File: config.mk
export PLATFORM = sky130hd
export DESIGN_NAME = blk_writer
export DESIGN_NICKNAME = d
export VERILOG_FILES = /design/src/rtl/jpeg_pkg.sv /design/src/rtl/wr_fifo.sv /design/src/rtl/blk_writer.sv
export SDC_FILE = /design/constraint.sdc
export NUM_CORES = 1
export LEC_CHECK = 0
export ABC_AREA = 1
export BUFFER_PORTS_ARGS = -buffer_cell sky130_fd_sc_hd__buf_2
export CORE_MARGIN = 5
export CORE_UTILIZATION = 24
export DETAILED_ROUTE_END_ITERATION = 10
export HOLD_SLACK_MARGIN = 0.05
export PLACE_DENSITY = 0.38
export SYNTH_ARGS = -nofsm -noshare
export SYNTH_HDL_FRONTEND = slang
export SYNTH_HIERARCHICAL = 1
export SYNTH_SLANG_ARGS = --single-unit
File: constraint.sdc
create_clock -name clk_i -period 8.7 [get_ports clk_i]
set_clock_uncertainty 0.2 [all_clocks]
set_input_delay 1.74 -clock clk_i [delete_from_list [all_inputs] [get_ports clk_i]]
set_output_delay 1.74 -clock clk_i [all_outputs]
set_load 0.02 [all_outputs]
File: src/rtl/jpeg_pkg.sv
// Shared definitions for the JPEG output path: writer FSM states and 8x8 block geometry.
package jpeg_pkg;

    typedef enum logic [2:0] {
        ST_IDLE  = 3'd0,
        ST_FETCH = 3'd1,
        ST_WRITE = 3'd2,
        ST_DONE  = 3'd3,
        ST_ERR   = 3'd4
    } blk_state_t;

    localparam int WORDS_PER_LINE  = 2;
    localparam int LINES_PER_BLOCK = 8;
    localparam int BLOCK_BYTES_X   = 8;
    localparam int WORD_BYTES      = 4;

    // Byte distance between the tops of two vertically adjacent block rows.
    function automatic logic [31:0] row_stride(input logic [11:0] pitch);
        return 32'(pitch) << $clog2(LINES_PER_BLOCK);
    endfunction

endpackage

File: src/rtl/wr_fifo.sv
// Small synchronous word FIFO with flush; pointers carry an extra wrap bit for full/empty.
module wr_fifo #(
    parameter int DEPTH = 4,
    parameter int WIDTH = 32
) (
    input  logic             i_clk,
    input  logic             i_rst,
    input  logic             i_flush,
    input  logic             i_push,
    input  logic [WIDTH-1:0] i_data,
    input  logic             i_pop,
    output logic [WIDTH-1:0] o_head,
    output logic             o_full,
    output logic             o_empty
);

    localparam int AW = $clog2(DEPTH);

    logic [WIDTH-1:0] r_mem [DEPTH];
    logic [AW:0]      r_wr_ptr;
    logic [AW:0]      r_rd_ptr;
    logic             w_do_push;
    logic             w_do_pop;

    assign o_empty   = (r_wr_ptr == r_rd_ptr);
    assign o_full    = (r_wr_ptr[AW] != r_rd_ptr[AW]) &&
                       (r_wr_ptr[AW-1:0] == r_rd_ptr[AW-1:0]);
    assign o_head    = r_mem[r_rd_ptr[AW-1:0]];
    assign w_do_push = i_push && !o_full && !i_flush;
    assign w_do_pop  = i_pop && !o_empty && !i_flush;

    always_ff @(posedge i_clk or posedge i_rst) begin
        if (i_rst) begin
            r_wr_ptr <= '0;
            r_rd_ptr <= '0;
        end else if (i_flush) begin
            r_wr_ptr <= '0;
            r_rd_ptr <= '0;
        end else begin
            if (w_do_push) begin
                r_wr_ptr <= r_wr_ptr + {{AW{1'b0}}, 1'b1};
            end
            if (w_do_pop) begin
                r_rd_ptr <= r_rd_ptr + {{AW{1'b0}}, 1'b1};
            end
        end
    end

    always_ff @(posedge i_clk) begin
        if (w_do_push) begin
            r_mem[r_wr_ptr[AW-1:0]] <= i_data;
        end
    end

endmodule

File: src/rtl/blk_writer.sv
// Block writer: drains 8x8 pixel blocks from an input word FIFO into memory as
// single Wishbone write cycles, walking the frame block by block in raster order.
module blk_writer
    import jpeg_pkg::*;
#(
    parameter int FIFO_DEPTH = 4
) (
    input  logic        clk_i,
    input  logic        rst_i,
    input  logic        start_i,
    input  logic [31:0] dst_addr_i,
    input  logic [11:0] pitch_i,
    input  logic [7:0]  endblock_x_i,
    input  logic [7:0]  endblock_y_i,
    input  logic [31:0] data_i,
    input  logic        valid_i,
    output logic        ready_o,
    output logic [31:0] wb_adr_o,
    output logic [31:0] wb_dat_o,
    output logic [3:0]  wb_sel_o,
    output logic        wb_we_o,
    output logic        wb_cyc_o,
    output logic        wb_stb_o,
    input  logic        wb_ack_i,
    input  logic        wb_err_i,
    output logic        busy_o,
    output logic        done_o,
    output logic        err_o
);

    localparam logic       X_LAST = 1'(WORDS_PER_LINE - 1);
    localparam logic [2:0] Y_LAST = 3'(LINES_PER_BLOCK - 1);

    blk_state_t  r_state;
    logic [11:0] r_pitch;
    logic [7:0]  r_endx;
    logic [7:0]  r_endy;
    logic        r_x;
    logic [2:0]  r_y;
    logic [7:0]  r_bx;
    logic [7:0]  r_by;
    logic [31:0] r_addr;
    logic [31:0] r_line_base;
    logic [31:0] r_blk_base;
    logic [31:0] r_row_base;
    logic [31:0] r_wb_adr;
    logic [31:0] r_wb_dat;
    logic        r_err;

    logic        w_write;
    logic        w_push;
    logic        w_pop;
    logic        w_flush;
    logic        w_last;
    logic        w_fifo_full;
    logic        w_fifo_empty;
    logic [31:0] w_head;
    logic [31:0] w_next_line;
    logic [31:0] w_next_blk;
    logic [31:0] w_next_row;

    assign w_write  = (r_state == ST_WRITE);
    assign busy_o   = (r_state == ST_FETCH) || w_write;
    assign ready_o  = busy_o && !w_fifo_full;
    assign done_o   = (r_state == ST_DONE);
    assign err_o    = r_err;
    assign wb_cyc_o = w_write;
    assign wb_stb_o = w_write;
    assign wb_we_o  = w_write;
    assign wb_sel_o = w_write ? 4'hF : 4'h0;
    assign wb_adr_o = r_wb_adr;
    assign wb_dat_o = r_wb_dat;

    // A restart wins over a same-cycle ack: the word in flight is dropped with the flush.
    assign w_push  = valid_i && ready_o;
    assign w_pop   = w_write && wb_ack_i && !wb_err_i && !start_i;
    assign w_flush = start_i || (r_state == ST_DONE);
    assign w_last  = (r_x == X_LAST) && (r_y == Y_LAST) &&
                     (r_bx == r_endx) && (r_by == r_endy);

    assign w_next_line = r_line_base + 32'(r_pitch);
    assign w_next_blk  = r_blk_base + 32'(BLOCK_BYTES_X);
    assign w_next_row  = r_row_base + row_stride(r_pitch);

    wr_fifo #(
        .DEPTH (FIFO_DEPTH),
        .WIDTH (32)
    ) u_fifo (
        .i_clk   (clk_i),
        .i_rst   (rst_i),
        .i_flush (w_flush),
        .i_push  (w_push),
        .i_data  (data_i),
        .i_pop   (w_pop),
        .o_head  (w_head),
        .o_full  (w_fifo_full),
        .o_empty (w_fifo_empty)
    );

    always_ff @(posedge clk_i or posedge rst_i) begin
        if (rst_i) begin
            r_state  <= ST_IDLE;
            r_pitch  <= '0;
            r_endx   <= '0;
            r_endy   <= '0;
            r_wb_adr <= '0;
            r_wb_dat <= '0;
            r_err    <= 1'b0;
        end else if (start_i) begin
            r_state <= ST_FETCH;
            r_pitch <= pitch_i;
            r_endx  <= endblock_x_i;
            r_endy  <= endblock_y_i;
            r_err   <= 1'b0;
        end else begin
            case (r_state)
                ST_FETCH: begin
                    if (!w_fifo_empty) begin
                        r_wb_adr <= r_addr;
                        r_wb_dat <= w_head;
                        r_state  <= ST_WRITE;
                    end
                end
                ST_WRITE: begin
                    if (wb_err_i) begin
                        r_state <= ST_ERR;
                        r_err   <= 1'b1;
                    end else if (wb_ack_i) begin
                        r_state <= w_last ? ST_DONE : ST_FETCH;
                    end
                end
                ST_DONE: r_state <= ST_IDLE;
                default: r_state <= r_state;
            endcase
        end
    end

    // Address walk: word within line, line within block, block within row, block row.
    always_ff @(posedge clk_i or posedge rst_i) begin
        if (rst_i) begin
            r_x         <= 1'b0;
            r_y         <= '0;
            r_bx        <= '0;
            r_by        <= '0;
            r_addr      <= '0;
            r_line_base <= '0;
            r_blk_base  <= '0;
            r_row_base  <= '0;
        end else if (start_i) begin
            r_x         <= 1'b0;
            r_y         <= '0;
            r_bx        <= '0;
            r_by        <= '0;
            r_addr      <= dst_addr_i;
            r_line_base <= dst_addr_i;
            r_blk_base  <= dst_addr_i;
            r_row_base  <= dst_addr_i;
        end else if (w_pop) begin
            if (r_x != X_LAST) begin
                r_x    <= r_x + 1'b1;
                r_addr <= r_addr + 32'(WORD_BYTES);
            end else begin
                r_x <= 1'b0;
                if (r_y != Y_LAST) begin
                    r_y         <= r_y + 3'd1;
                    r_line_base <= w_next_line;
                    r_addr      <= w_next_line;
                end else begin
                    r_y <= '0;
                    if (r_bx != r_endx) begin
                        r_bx        <= r_bx + 8'd1;
                        r_blk_base  <= w_next_blk;
                        r_line_base <= w_next_blk;
                        r_addr      <= w_next_blk;
                    end else begin
                        r_bx        <= '0;
                        r_by        <= r_by + 8'd1;
                        r_row_base  <= w_next_row;
                        r_blk_base  <= w_next_row;
                        r_line_base <= w_next_row;
                        r_addr      <= w_next_row;
                    end
                end
            end
        end
    end

endmodule

* Word-level counts from Yosys, hierarchy flattened *
Memories as Yosys holds them, arrays and structs flattened. A register that Yosys moved wholly into a read port is not among the register bits.
Cells that the tools add are included.

operators by class
  eq/ne operators = 15
  add/subtract/negate cells = 10
  reduce and logical (&&, ||, !) cells = 33
  bitwise operators = 2
  mux-type cells = 50

operators by type and width
  cell                     number
  $mux W32                 17
  $mux W8                  10
  $mux W3                  12
  $add A32 B12 Y32         1
  $add A32 B15 Y32         1
  $add A32 B3 Y32 const B  1
  $add A32 B4 Y32 const B  1
  $add A8 B1 Y8 const B    2
  $eq A8 B8 Y1             2
  $logic_and A1 B1 Y1      13
  $reduce_bool A2 Y1       6
  $add A3 B1 Y3 const B    3
  $pmux W3 S3              1
  $reduce_and A3 Y1        3
  $mux W1                  8
  $ne A8 B8 Y1             1
  $eq A3 B2 Y1 const B     2
  $ne A3 B3 Y1 const B     2
  $logic_not A1 Y1         5
  $mux W4                  1
  $ne A2 B2 Y1 const B     2
  $ne A4 B4 Y1 const B     1
  $reduce_and A2 Y1        2
  $reduce_and A4 Y1        1
  other kinds (10)         12

word-level totals
  bits of input ports = 98
  memories = 1
  bits in registers = 218
  output and inout bits = 75
  RAM bits = 128

memory list
  memory        words  width  read ports  clocked after memory_dff  wr ports  line           source
  u_fifo.r_mem  4      32     1           1                         1         wr_fifo.sv:19  logic [WIDTH-1:0] r_mem [DEPTH];

* Longest topological paths before layout *
Gate-level depths: netlist (run 1).

  depth after elaboration = 9
  mapped depth = 16

* By module *
The synthesis (run 1) kept the hierarchy.

modules (own cells, without submodules)
  module      area each (um^2)  sequential area each (um^2)  cells an instance  times used
  blk_writer  15069.5           6105.9                       2112               1
  wr_fifo     5203.7            3993.8                       373                1

* Worst setup path after synthesis (run 1) *
No wires, ideal clock.

  path type = input port to flip-flop
  from = input port start_i
  to = memory u_fifo.r_mem[0][0] (enable)
  data required time = 8079 ps
  path buffers = 3
  setup slack = 3852 ps
  stages = 8
  arrival = 4227 ps
  path through = buf_4 -> inv_2 -> buf_1 -> clkbuf_1 -> nand2_1 -> inv_1 -> nand3_2 -> nor2_1

on the way
  cells in the longest elaborated chain, start to end = 5

ends and longest elaborated chain
  element                        line              source
  start, declared                blk_writer.sv:10  input logic start_i,
  $logic_or A1 B1 Y1             blk_writer.sv:77  assign w_flush = start_i || (r_state == ST_DONE);
  named net w_flush              blk_writer.sv:53  logic w_flush;
  $logic_not A1 Y1               wr_fifo.sv:29     assign w_do_push = i_push && !o_full && !i_flush;
  $logic_and A1 B1 Y1            wr_fifo.sv:29
  $mux W1                        wr_fifo.sv:50     if (w_do_push) begin
  $mux W1 (implied by the code)  wr_fifo.sv:51     r_mem[r_wr_ptr[AW-1:0]] <= i_data;
  end, declared                  wr_fifo.sv:19

The timed path passes the listed nets, and every way through them passes these cells.

* Worst setup path after layout (run 1) *
  from = input port start_i
  to = register r_addr[3]

on the way
  cells in the longest elaborated chain, start to end = 3
  elaborated cells on any way between the ends = 4
  classes of those cells = 1 x mux; 3 x reduce/logical

ends and longest elaborated chain
  element                       line               source
  $logic_not A1 Y1              blk_writer.sv:76   assign w_pop = w_write && wb_ack_i && !wb_err_i && !start_i;
  $logic_and A1 B1 Y1           blk_writer.sv:76
  $reduce_bool A2 Y1 (no line)  --
  end signal, assigned          blk_writer.sv:154  r_addr <= dst_addr_i;
  end signal, assigned          blk_writer.sv:161  r_addr <= r_addr + 32'(WORD_BYTES);
  end signal, assigned          blk_writer.sv:167  r_addr <= w_next_line;
  end, declared                 blk_writer.sv:42   logic [31:0] r_addr;

Parallel ways exist; a longest one is shown, timed or not.
A chain may end at the register's enable or synchronous reset.

==> results.json, run 1 <==
{
  "drtPass1Iterations": 5,
  "cp_cell_sequence": "buf_4 > inv_2 > nand2_4 > inv_2 > nor2_8 > buf_4 > inv_1 > a211oi_1 > or2_2 > nor2_1",
  "path_delay_family": "buffers and inverters",
  "p_per_area_nw_per_um2": 271,
  "hold_viol": 0,
  "clk-insertion-delay-late_ns": 0.62,
  "syn-num-nets": 2620,
  "cp.buffers_inverters": 5,
  "p_leak_nw": 10.9,
  "clkPwrFrac_pct": 30.2,
  "p_seq_share_pct": 39.1,
  "ctsRootBufferMaster": "clkbuf_16",
  "drc": 0,
  "fmax_mhz": 210,
  "p_comb_share_pct": 30.7,
  "fp.dieW_microns": 301,
  "p_sw_share_pct": 38.7,
  "core_area_sq_um": 83700,
  "final_nets": 2775,
  "slew_viol_final": 0,
  "worstMarginPinSlew_ns": 1.02,
  "io_pins": 173,
  "grt_max_degree": 94,
  "synthMuxAreaShare_pct": 2.17,
  "synth-xor-area-share_pct": 1.86,
  "routed_wirelength_microns": 76500,
  "die_y_microns": 301,
  "avgSynthCellArea_sq_um": 8.16,
  "htree_levels": 2,
  "cp_slowest_stage_delay_ns": 0.51,
  "yosysSeqAreaShare_pct": 49.8,
  "rr_worst_depth": 12,
  "whs_path_depth": 2,
  "critical_path_required_ns": 8.99,
  "antenna_found_initial": 12,
  "initial_core_util_pct": 24.2,
  "synth_top_family_by_area": "simple AND/OR/NAND/NOR gates",
  "startpoint_type": "input port",
  "p_int_w": 0.00398,
  "gr-total-overflow": 0,
  "crit_path_max_fanout": 53,
  "final_core_util_pct": 28.6,
  "tns_ns": 0,
  "grt_pass1_wl_microns": 114000,
  "slew_headroom_pct": 32.1,
  "irDropWorstVdd_uv": 156,
  "worst-path-stages": 10,
  "cts_buffers": 48,
  "synth_compound_area_share_pct": 11.3,
  "synth_edf_count": 128,
  "cts_resized": 0,
  "groute.usage.overall_pct": 16.5,
  "grt_pass1_vias": 17812,
  "crit_path_top_delay_cell": "buf_4",
  "status": "complete, no violations",
  "num_vias": 17929,
  "drive_gt1_share_pct": 13.2,
  "ys_warn_count": 6,
  "async_reset_ff_share_pct": 66.1,
  "crit_arrival_ns": 5.06,
  "drt_iter0_drc": 1329,
  "fin_ws_ns": 3.93,
  "hold_buffers": 0,
  "syn_to_final_growth_pct": 18.1,
  "ys_types": 56,
  "clk_pin_slew_ns": 0.06,
  "routabilityCongestion": 0.898,
  "place_ws_ns": 3.23,
  "setup_viol": 0,
  "cts_buffer_depth": 3,
  "hold_path.class": "reg -> reg",
  "hpwlAfterDp_microns": 54900,
  "crit_type": "in -> reg",
  "post_drt_via_cell_ratio": 4.69,
  "numClockSinks": 378,
  "cts_tree": "built",
  "rows": 106,
  "power_switching_w": 0.00251,
  "yosys.area_share.simple_pct": 25.3,
  "synth_seq_cells": 378,
  "io_buffer_count": 172,
  "fin_crit_sh_pct": 54.8,
  "syn_area_sq_um": 20300,
  "period_needed_ns": 4.77,
  "synthCells": 2485,
  "drv_cap": 0,
  "ant_nets": 0,
  "post_cts_buffers": 0,
  "synth_flop_cell": "dfrtp_1",
  "synthAdderAreaFrac_pct": 2.36,
  "rsz0062_at_grt": "no",
  "die-area_sq_um": 90400,
  "cp-end-kind": "register",
  "wl_per_cell_microns": 20.0,
  "holdWs_ns": 0.277
}
[layout by cell type (no fill, tap or decap), drive strengths merged, types with 3 or more instances in the layout]
master    synthesis  final
nand2           637    637
inv             273    273
nor2            267    267
dfrtp           250    250
buf              50    199
o21ai           189    189
nand3           184    184
edfxtp          128    128
a21oi           105    105
clkbuf           44     62
nor3             49     49
nand4            42     42
o22ai            42     42
mux2             39     39
ha               35     35
xor2             28     28
a31oi            23     23
clkinv            1     22
o211ai           14     14
xnor2            13     13
or2               9      9
nand3b            8      8
nor4              7      7
diode             0      6
o21a              6      6
a22oi             6      6
clkinvlp          0      5
a21o              4      4
a32oi             3      3
and2              3      3
o31ai             3      3
o2111ai           3      3
[state kept, by name, indices dropped and copies added, names as in the netlist, 3 cells and up]
signal / count
r_by: 8
r_endx: 8
r_bx: 8
wb_dat_o: 32
r_y: 3
r_endy: 8
r_pitch: 12
u_fifo/r_rd_ptr: 3
wb_adr_o: 32
r_addr: 32
u_fifo/r_wr_ptr: 3
r_blk_base: 32
r_state: 3
r_line_base: 32
u_fifo/r_mem: 128
r_row_base: 32
[cell families after synthesis]
kind of cell,count (synthesis)
flip-flops,378
XOR/XNOR,41
buffers and inverters,368
AO/OA/AOI/OAI,412
multiplexers,39
AND/OR/NAND/NOR,1210
adder cells (fa/ha/maj),37
[metal layers]
metal / part of all wire (%) / wire length [microns] / global-route usage [%] / vias to the layer above
li1: - / - / - / 8616
met1: 43 / 33000 / 21.2 / 8681
met2: 48 / 36500 / 27.9 / 496
met3: 5.9 / 4480 / 3.45 / 124
met4: 3.1 / 2410 / 5.22 / 12
met5: 0.13 / 100 / 0 / -
[metrics by stage]
step / area, sq um / total power [W] / cells
3_3_place_gp: 22400 / 0.00457 / 3724
5_1_grt: 23900 / 0.00692 / 3814
6_report: 23900 / 0.00649 / 3819
3_5_place_dp: 22400 / 0.00458 / 3724
4_1_cts: 23900 / 0.00659 / 3813
2_1_floorplan: 20300 / 0.00383 / 2485
[synthesized netlist by cell type (all sizes together), types with 3 or more instances]
library cell | n | area, sq um
a22oi | 6 | 45.0
o2111ai | 3 | 26.3
inv | 273 | 1020
clkbuf | 44 | 165
nor2 | 267 | 1040
nand4 | 42 | 263
nor3 | 49 | 257
dfrtp | 250 | 6260
edfxtp | 128 | 3840
o22ai | 42 | 263
o21a | 6 | 45.0
nand3b | 8 | 60.1
a32oi | 3 | 26.3
o31ai | 3 | 22.5
nand3 | 184 | 953
buf | 50 | 260
o211ai | 14 | 105
a21o | 4 | 30.0
xor2 | 28 | 245
and2 | 3 | 18.8
mux2 | 39 | 439
ha | 35 | 438
xnor2 | 13 | 133
o21ai | 189 | 946
or2 | 9 | 56.3
nor4 | 7 | 43.8
a21oi | 105 | 526
a31oi | 23 | 144
nand2 | 637 | 2410
[cell type report]
| type | instances | area, sq um |
|---|---|---|
| fillers | 9100 | 59700 |
| repair buffers | 199 | 1070 |
| inverters | 274 | 1040 |
| well taps | 1134 | 1420 |
| clock buffers | 62 | 1320 |
| multi-input cells | 1739 | 8760 |
| diodes | 6 | 15.0 |
| clock inverters | 27 | 226 |
| flip-flops and latches | 378 | 10100 |
[power by group through the flow]
stage	Clock, W	Combinational, W	Sequential [W]
CTS	0.00203	0.00202	0.00254
global placement	0	0.00201	0.00257
finish	0.00196	0.00200	0.00254
detailed placement	0	0.00201	0.00257
floorplan	0	0.00119	0.00263
global route	0.00209	0.00225	0.00259
[final timing paths]
| check | start | endpoint | slack (ns) |
|---|---|---|---|
| max | start_i | r_addr[3] | 3.93 |
| min | r_row_base[2] | r_row_base[2] | 0.28 |
| max reg2reg | r_state[0] | r_addr[3] | 4.76 |
| min reg2reg | r_row_base[2] | r_row_base[2] | 0.28 |
| max in group asynchronous | rst_i | r_line_base[29] | 5.55 |
| min in group asynchronous | rst_i | u_fifo/r_wr_ptr[0] | 0.91 |
[worst register-to-register path, stage by stage (launching register included)]
cell and delay [ns]:
dfrtp_1 0.35, inv_1 0.13, nand3_2 0.18, nor2_2 0.13, nand2_2 0.11, nand2_4 0.41, inv_2 0.42, nor2_8 0.18
buf_4 0.51, inv_1 0.52, a211oi_1 0.44, or2_2 0.18, nor2_1 0.04
(Power assumes the default switching activity.)
==> inputs of run 2 (changes only) <==
clock period = 3.87 ns   (was 8.7 ns; I/O delays follow)
==> run 2 against run 1 <==
  * Critical endpoint is now r_addr[15]
  * Highest routed layer unchanged
  * Non-clock buffer count up 12
  * Core utilization up 0.29 points
  * Worst hold slack worse by 0.10 ns
  * First-iteration DRC count down 2.3%
==> results.json, run 2 (synthesis results as in run 1) <==
{
  "ctsRootBufferMaster": "clkbuf_16",
  "irDropWorstVdd_uv": 377,
  "grt_pass1_vias": 17864,
  "die-area_sq_um": 90400,
  "rows": 106,
  "num_vias": 17851,
  "numClockSinks": 378,
  "multiInputGateArea_sq_um": 8760,
  "holdWs_ns": 0.178,
  "fp.dieW_microns": 301,
  "setup_viol": 0,
  "gr-total-overflow": 0,
  "fin_crit_sh_pct": 81.0,
  "period_needed_ns": 3.14,
  "cp-end-kind": "register",
  "routabilityCongestion": 0.895,
  "finalNonFillerCells": 3831,
  "hold_path.class": "in -> reg",
  "io_buffer_count": 172,
  "slew_viol_final": 0,
  "clkPwrFrac_pct": 32.1,
  "p_seq_share_pct": 37.9,
  "cts_buffers": 48,
  "drc": 0,
  "r2r_end": "r_addr[15]",
  "crit_type": "reg -> reg",
  "placed_cell_area_sq_um": 22500,
  "syn_to_final_growth_pct": 19.3,
  "drv_cap": 0,
  "htree_levels": 2,
  "final_cell_mix": "630 x nand2_1, 264 x inv_1, 257 x nor2_1",
  "routed_wirelength_microns": 75800,
  "groute.usage.overall_pct": 16.5,
  "die_y_microns": 301,
  "whs_path_depth": 3,
  "final_area_sq_um": 24200,
  "power_switching_w": 0.00561,
  "post_drt_via_cell_ratio": 4.66,
  "grt_pass1_wl_microns": 114000,
  "final_nets": 2787,
  "rsz0062_at_grt": "no",
  "drtPass1Iterations": 8,
  "largest_reg_flops": 128,
  "p_leak_nw": 11.1,
  "drive_gt1_share_pct": 13.7,
  "initial_core_util_pct": 24.2,
  "clk_pin_slew_ns": 0.06,
  "ant_nets": 0,
  "fillCellCount": 9041,
  "crit_path_max_fanout": 10,
  "worstMarginPinSlew_ns": 0.951,
  "p_sw_share_pct": 37.5,
  "startpoint_type": "register",
  "worstHoldEndpoint": "r_endy[3]",
  "p_comb_share_pct": 30.0,
  "crit_arrival_ns": 3.46,
  "slew_headroom_pct": 36.6,
  "drt_iter0_drc": 1299,
  "p_int_w": 0.00934,
  "critical_path_required_ns": 4.20,
  "clk-insertion-delay-late_ns": 0.61,
  "wl_per_cell_microns": 19.8,
  "rr_worst_depth": 13,
  "io_pins": 173,
  "r2r_start": "r_pitch[0]",
  "final_core_util_pct": 28.9,
  "p_per_area_nw_per_um2": 618,
  "cts_buffer_depth": 3,
  "grt_max_degree": 153,
  "hold_viol": 0,
  "hpwlAfterDp_microns": 55400,
  "ff2ff_setup_slack_ns": 0.73,
  "fmax_mhz": 319,
  "cts_tree": "built",
  "hp-start": "endblock_y_i[3]",
  "status": "complete, no violations",
  "dp_cells": 3735,
  "core_area_sq_um": 83700,
  "ff_latch_area_sq_um": 10100,
  "final_common_cell": "nand2_1",
  "antenna_found_initial": 13
}
## run 2: final cells by class
cell class	instances	area share [%]
Clock buffer	66	5.62
Timing Repair Buffer	211	4.89
Clock inverter	23	1.31
Antenna cell	6	0.0621
Sequential cell	378	41.8
Tap cell	1134	5.87
Multi-Input combinational cell	1739	36.2
Inverter	274	4.27
## run 2: power by group through the flow
stage / clock [W] / combinational (W) / sequential (W)
after floorplan: 0 / 0.00269 / 0.00591
after global placement: 0 / 0.00453 / 0.00573
after detailed placement: 0 / 0.00454 / 0.00574
after CTS: 0.00495 / 0.00457 / 0.00567
after global routing: 0.00511 / 0.00508 / 0.00579
final: 0.00479 / 0.00449 / 0.00567
## run 2: worst max-delay path: stages, from the launching register on
cell     delay, ns
dfrtp_1       0.44
ha_1          0.28
fa_1          0.45
nand3_1       0.10
nand3_1       0.14
nand3_1       0.10
nand2_1       0.12
nand2_1       0.09
nand2_1       0.22
o21ai_0       0.41
nand2_1       0.17
nand2_1       0.14
nand2_1       0.06
a21oi_1       0.12
## run 2: worst max-delay path by stage
stage                           from         end  slack, ns
after floorplan                rst_i       err_o      -0.31
after CTS                  r_addr[2]  r_addr[30]       0.68
after global placement     r_addr[2]  r_addr[30]       0.63
after global routing      r_pitch[0]  r_addr[30]       0.48
after detailed placement   r_addr[2]  r_addr[30]       0.73
final                     r_pitch[0]  r_addr[15]       0.73
## run 2: routing by layer
metal	GRT usage, %	share of wire [%]	vias to the layer above	wire, microns
met3	3.39	6.0	138	4570
met4	5.12	3.3	12	2470
li1	-	-	8640	-
met1	21.0	43	8551	32500
met5	0	0.098	-	74
met2	28.2	48	510	36100
## run 2: repair_timing
action | CTS | global route
resized for setup | 0 | 0
hold endpoints to repair | 6 | 0
hold buffers | 1 | 0
setup buffers | 0 | 0
## run 2: metrics by stage
stage / setup slack, ns / TNS [ns] / total power [W]
after detailed placement: 0.731 / 0 / 0.0103
final: 0.734 / 0 / 0.0150
after floorplan: -0.308 / -75.10 / 0.00860
after CTS: 0.684 / 0 / 0.0152
after global placement: 0.634 / 0 / 0.0103
after global routing: 0.479 / 0 / 0.0160
